[src/rtl/uart_rx.sv]
// uart_rx: UART receiver for 1 start bit, WIDTH data bits and 1 stop bit, DIVISOR clk cycles per bit.
// Optional build macro UART_RX_MAJORITY_EN: 3-sample majority vote at every sample point.
module uart_rx #(
    parameter int WIDTH         = 8,
    parameter int DIVISOR       = 100,
    parameter int LITTLE_ENDIAN = 0
) (
    input  logic             clk,
    input  logic             i_reset,
    input  logic             i_rx,
    output logic [WIDTH-1:0] o_data,
    output logic             o_dv,
    output logic             o_busy,
    output logic             o_frame_err
);
    localparam int CW = $clog2(DIVISOR);
    localparam int BW = (WIDTH > 1) ? $clog2(WIDTH) : 1;
    localparam logic [CW-1:0] HALF_LAST = CW'(DIVISOR / 2 - 1);
    localparam logic [CW-1:0] BIT_LAST  = CW'(DIVISOR - 1);
    localparam logic [BW-1:0] LAST_BIT  = BW'(WIDTH - 1);

    typedef enum logic [2:0] {IDLE, START, DATA, STOP, WAIT_HIGH} state_t;

    state_t           state, state_n;
    logic             rx_meta, rx_s;
    logic [CW-1:0]    cnt;
    logic [BW-1:0]    bit_cnt;
    logic [WIDTH-1:0] shift;
    logic             sample, rx_bit, dv_n, ferr_n;

`ifdef UART_RX_MAJORITY_EN
    logic [1:0] rx_hist;
    logic [2:0] vote;

    always_ff @(posedge clk) begin
        if (i_reset) rx_hist <= 2'b11;
        else         rx_hist <= {rx_hist[0], rx_s};
    end

    // vote holds rx_s at sample-2, sample-1 and the sample cycle itself
    assign vote   = {rx_hist, rx_s};
    assign rx_bit = (vote[2] & vote[1]) | (vote[2] & vote[0]) | (vote[1] & vote[0]);
`else
    assign rx_bit = rx_s;
`endif

    // Output contract: o_dv and o_frame_err are single-cycle strobes with no
    // backpressure; o_data is valid while o_dv is high and holds until the next good frame.
    always_ff @(posedge clk) begin
        if (i_reset) state <= IDLE;
        else         state <= state_n;
    end

    always_comb begin
        state_n = state;
        sample  = 1'b0;
        dv_n    = 1'b0;
        ferr_n  = 1'b0;
        case (state)
            IDLE: if (!rx_s) state_n = START;
            START: begin
                sample = (cnt == HALF_LAST);
                if (sample) state_n = rx_bit ? IDLE : DATA;
            end
            DATA: begin
                sample = (cnt == BIT_LAST);
                if (sample && bit_cnt == LAST_BIT) state_n = STOP;
            end
            STOP: begin
                sample = (cnt == BIT_LAST);
                if (sample) begin
                    if (rx_bit) begin
                        dv_n    = 1'b1;
                        state_n = IDLE;
                    end else begin
                        ferr_n  = 1'b1;
                        state_n = WAIT_HIGH;
                    end
                end
            end
            // A held-low (break) line must not be mistaken for a new start bit
            WAIT_HIGH: if (rx_s) state_n = IDLE;
            default: state_n = IDLE;
        endcase
    end

    always_ff @(posedge clk) begin
        if (i_reset) begin
            rx_meta     <= 1'b1;
            rx_s        <= 1'b1;
            cnt         <= '0;
            bit_cnt     <= '0;
            shift       <= '0;
            o_data      <= '0;
            o_dv        <= 1'b0;
            o_frame_err <= 1'b0;
        end else begin
            rx_meta     <= i_rx;
            rx_s        <= rx_meta;
            o_dv        <= dv_n;
            o_frame_err <= ferr_n;
            if (state == IDLE || state == WAIT_HIGH || sample) cnt <= '0;
            else                                               cnt <= cnt + CW'(1);
            if (state == START) bit_cnt <= '0;
            if (state == DATA && sample) begin
                bit_cnt <= bit_cnt + BW'(1);
                if (LITTLE_ENDIAN != 0) shift <= {rx_bit, shift[WIDTH-1:1]};
                else                    shift <= {shift[WIDTH-2:0], rx_bit};
            end
            if (dv_n) o_data <= shift;
        end
    end

    assign o_busy = (state == START) || (state == DATA) || (state == STOP);

endmodule
[config.mk]
export PLATFORM = sky130hd
export DESIGN_NAME = uart_rx
export DESIGN_NICKNAME = d
export VERILOG_FILES = /design/src/rtl/uart_rx.sv
export SDC_FILE = /design/constraint.sdc
export NUM_CORES = 1
export LEC_CHECK = 0
export BUFFER_PORTS_ARGS = -buffer_cell sky130_fd_sc_hd__buf_2
export CAP_MARGIN = 5
export CORE_UTILIZATION = 55
export DETAILED_ROUTE_END_ITERATION = 6
export PLACE_DENSITY_LB_ADDON = 0.05
export SLEW_MARGIN = 10
export SYNTH_ARGS = -nofsm -noshare
export SYNTH_HDL_FRONTEND = slang
export SYNTH_SLANG_ARGS = --single-unit
[constraint.sdc]
create_clock -name clk -period 2.1 [get_ports clk]
set_clock_uncertainty 0.15 [all_clocks]
set_input_delay 0.105 -clock clk [delete_from_list [all_inputs] [get_ports clk]]
set_output_delay 0.105 -clock clk [all_outputs]
set_load 0.005 [all_outputs]
# Word-level counts from Yosys, hierarchy flattened
# Index checks and enable logic that the tools add are counted.
[op_classes]
n_addsub = 2
n_eq_ne = 12
muxes = 15
bitwise_logic = 2
n_reduce_logical = 12
[ops]
columns = ["op", "n"]
rows = [
  ["$mux W3", 8],
  ["$pmux W3 S5", 1],
  ["$ne A2 B2 Y1 const B", 5],
  ["$add A7 B1 Y7 const B", 1],
  ["$eq A7 B6 Y1 const B", 1],
  ["$eq A7 B7 Y1 const B", 1],
  ["$eq A3 B2 Y1 const B", 2],
  ["$eq A3 B3 Y1 const B", 2],
  ["$reduce_and A5 Y1", 1],
  ["$logic_or A1 B1 Y1", 4],
  ["$mux W1", 4],
  ["$reduce_or A2 Y1", 2],
  ["$add A3 B1 Y3 const B", 1],
  ["$eq A3 B1 Y1 const B", 1],
  ["$logic_not A3 Y1", 1],
  ["$reduce_or A3 Y1", 1],
  ["$logic_and A1 B1 Y1", 2],
  ["$mux W2", 1],
  ["$not A1 Y1", 2],
  ["$pmux W1 S2", 1],
  ["$reduce_bool A2 Y1", 1],
]
[word_totals]
register_bits = 33
in_bits = 3
out_inout_bits = 11

# Longest topological paths before layout
[depth]
depth_word = 5
depth_mapped = 7
mapped_depth_nobuf = 6

# Worst setup path after synthesis
# No wires, ideal clock.
[synth_timing]
path_type = "reg-to-reg"
startpoint = "register cnt[0]"
endpoint = "register state[0]"
setup_time_ps = 100
arrival_time_ps = 1450
t_required_ps = 1850
slack_ps = 400
path_stages_with_launch = 7
synth_period_minus_slack_ps = 1700
path_cell_list = "dfxtp_1 ha_1 and4b_1 buf_6 and2_4 a31oi_4 a2111oi_4"
[synth_between]
elab_chain_cells = 4
[synth_rtl]
columns = ["element", "line_no", "rtl"]
rows = [
  ["from (decl)", "26", "logic [CW-1:0] cnt;"],
  ["from (signal assigned)", "103", "else cnt <= cnt + CW'(1);"],
  ["$eq A7 B7 Y1", "66, 70", ""],
  ["$logic_and A1 B1 Y1", "67", "if (sample && bit_cnt == LAST_BIT) state_n = STOP;"],
  ["$ne A2 B2 Y1 (no line)", "--", ""],
  ["$reduce_and A5 Y1 (no line) *", "--", ""],
  ["to (signal assigned)", "51", "else state <= state_n;"],
  ["to (decl)", "24", "state_t state, state_n;"],
]
# Every way passes the cells marked *; elsewhere a longest branch is shown, timed or not.
# A chain may end at the register's enable or synchronous reset.

# Final worst setup path
# Ends and elaborated chain as after synthesis.

==> summary.txt <==
status: finished, final reports clean
Die Wd: 53.28 um
max-cap violations: 0
fin crit share: 93.10%
routability cong.: 0.8361
number of antenna violations at the first check in global routing: 0
GRT overflow: 0
Max IR drop VDD: 0.6018 mV
Top delay family on crit path: simple AND/OR/NAND/NOR gates
commonest non-fill, non-tap cell in the layout: dfxtp_1
num rows: 18
crit path time final: 1.955 ns
worst path arrival time: 2.02 ns
post-CTS sizing: 0
yosys warns: 0
Core ar.: 0.002477 mm^2
vias per std cell: 5.409
critical path type: reg -> reg
pwr dens: 726.1 mW/mm^2
Root Buffer: clkbuf_4
Remaining DRCs: 0
first-pass GRT wire length: 3898 um
slowest CP cell: and4b_1
Reg area: 660.6 um^2
Post-Synthesis Cells: 141
pin count of the biggest net entering global routing: 29
setup_tns: 0 ns
final setup vio count: 0
# nets final: 162
most frequent cells in the layout: 33 x dfxtp_1, 28 x nor2_1, 16 x mux2i_1, 13 x buf_2, 9 x nand3_1
layout cells sized above 1: 19.23%
syn nets: 148
I/O Pins: 14
Finished Core Util: 63.94%
# diodes: 0
clock transition at the registers of the reported paths: 0.10 ns
Die Area: 0.002839 mm^2
# fillers: 226
register area share after synthesis: 45.67%
number of distinct library cells after synthesis: 39
Area growth syn-to-layout: 9.516%
Async SR Flop Fraction: 0%
EDFF count, synth: 0
Lkg Pwr: 0.7165 nW
Worst EP required: 2.17 ns
Multi-input gate area: 710.7 um^2
ys flop type: dfxtp_1
Post-CTS Setup Inserts: 0
CP Max Fanout: 6
depth of the CTS H-tree: 2
Final Hold Viols: 0
DR WL/cell: 12.53 um
Routed WL: 2331 um
Crit. End Element: flip-flop
post-route ant nets: 0
total number of clock tree sinks: 33
# port buffers: 13
First-pass DRT Iterations: 4
vias in the first global route: 877
critical path cell sequence: ha_1 -> and4b_1 -> and2_4 -> a31oi_4 -> a2111oi_4
Slew HR: 66.94%
Worst Hold Class: in -> reg
Clock Path Buffers: 2
Tot GR Track Use: 19.76%
Synth Register Bits: 33
Final Max Slew Viols: 0
unrepaired setup endpoints after global routing: false
Crit path buffers/inverters: 0
slowest stage delay, CP: 0.42 ns
startpoint types: flip-flop
via count: 1006
Mapped Avg Cell Area: 10.26 um^2
cts bufs inserted: 5
Starting Density: 58.38%
worst-margin pin slew: 0.4959 ns
chip height: 53.28 um
CTS tree: built
dpl hpwl: 1618 um
Syn Std Cell Area: 0.001446 mm^2
Worst-Skew Late Latency: 0.32 ns
1st-iter DRT viols: 10
Peak Freq: 511.5 MHz
-- flip-flops by register name, indices dropped and copies added, names as in the netlist --
register	count
cnt	7
shift	8
rx_meta	1
o_dv	1
o_data	8
bit_cnt	3
rx_bit	1
o_frame_err	1
state	3
-- routing by layer --
| layer | GRT usage [%] | vias up | routed length, um |
|---|---|---|---|
| met4 | 10.53 | 0 | 42 |
| met1 | 25.65 | 470 | 1169 |
| met5 | 0 | - | 0 |
| met3 | 6.034 | 7 | 68 |
| li1 | - | 516 | - |
| met2 | 28.75 | 13 | 1051 |
-- area by class of cell --
type | count | share of cell area, %
Clock inverter | 1 | 1.896
Tap cell | 30 | 2.370
Clock buffer | 7 | 3.476
Sequential cell | 33 | 41.71
Inverter | 2 | 0.4739
Timing Repair Buffer | 15 | 5.213
Multi-Input combinational cell | 98 | 44.87
-- through the flow --
step | hold WS (ns) | cells | total power [W] | area (um^2) | worst slack (ns)
finish | 0.06784 | 186 | 0.001150 | 1584 | 0.1448
floorplan | 0.05881 | 141 | 0.0006752 | 1446 | 0.4002
global placement | 0.1379 | 177 | 0.0006791 | 1489 | 0.2483
CTS | 0.06021 | 186 | 0.001167 | 1584 | 0.1417
detailed placement | 0.1398 | 177 | 0.0006799 | 1489 | 0.1785
global route | 0.09025 | 186 | 0.001194 | 1584 | 0.02406
-- cell families after synthesis --
kind of cell | share of synthesized area, %
AND/OR/NAND/NOR | 23.70
flip-flops | 45.67
multiplexers | 11.07
AO/OA/AOI/OAI | 7.873
buffers and inverters | 5.190
XOR/XNOR | 3.028
adder cells (fa/ha/maj) | 3.460
-- path summary, 6_finish.rpt --
kind | cells after the start | to | startpoint | slack (ns)
hold / removal | 2 | shift[6]$_SDFFE_PP0P_ | i_reset | 0.07
hold reg to reg | 1 | rx_bit$_SDFF_PP1_ | rx_meta$_SDFF_PP1_ | 0.27
setup / recovery | 5 | state[0]$_SDFFE_PP0P_ | cnt[0]$_SDFF_PP0_ | 0.14
setup reg to reg | 5 | state[0]$_SDFFE_PP0P_ | cnt[0]$_SDFF_PP0_ | 0.14
-- worst reg2reg max path: cells and delay by family, from the launching register on --
| family | cells | cell delay (ns) |
|---|---|---|
| AND/OR/NAND/NOR | 2 | 0.64 |
| adder cells (fa/ha/maj) | 1 | 0.25 |
| AO/OA/AOI/OAI | 2 | 0.40 |
| flip-flops | 1 | 0.41 |
-- synthesized netlist by cell type, types with 2 or more instances --
master	count	area, um^2
nor3_1	3	15.01
inv_1	2	7.510
buf_6	3	33.78
nand2_1	5	18.77
o21ai_0	2	10.01
or2_2	2	12.51
xor2_1	4	35.03
dfxtp_1	33	660.6
nor2_1	28	105.1
clkbuf_1	2	7.510
nand2b_1	3	18.77
nand3_1	9	45.04
ha_1	4	50.05
mux2i_1	16	160.2
-- where the power goes --
group	leakage [nW]	switching [W]	internal [W]
Clock	0.0455	0.000199	0.000284
Combinational	0.405	0.0000186	0.0000134
Sequential	0.266	0.00000578	0.000629
Total	0.716	0.000224	0.000927
-- what timing repair did --
action / 4_1_cts / 5_1_grt
endpoints found under the hold margin: 1 / 0
endpoints found under the setup margin: 0 / 0
hold buffers: 1 / 0
(Power assumes the default switching activity.)
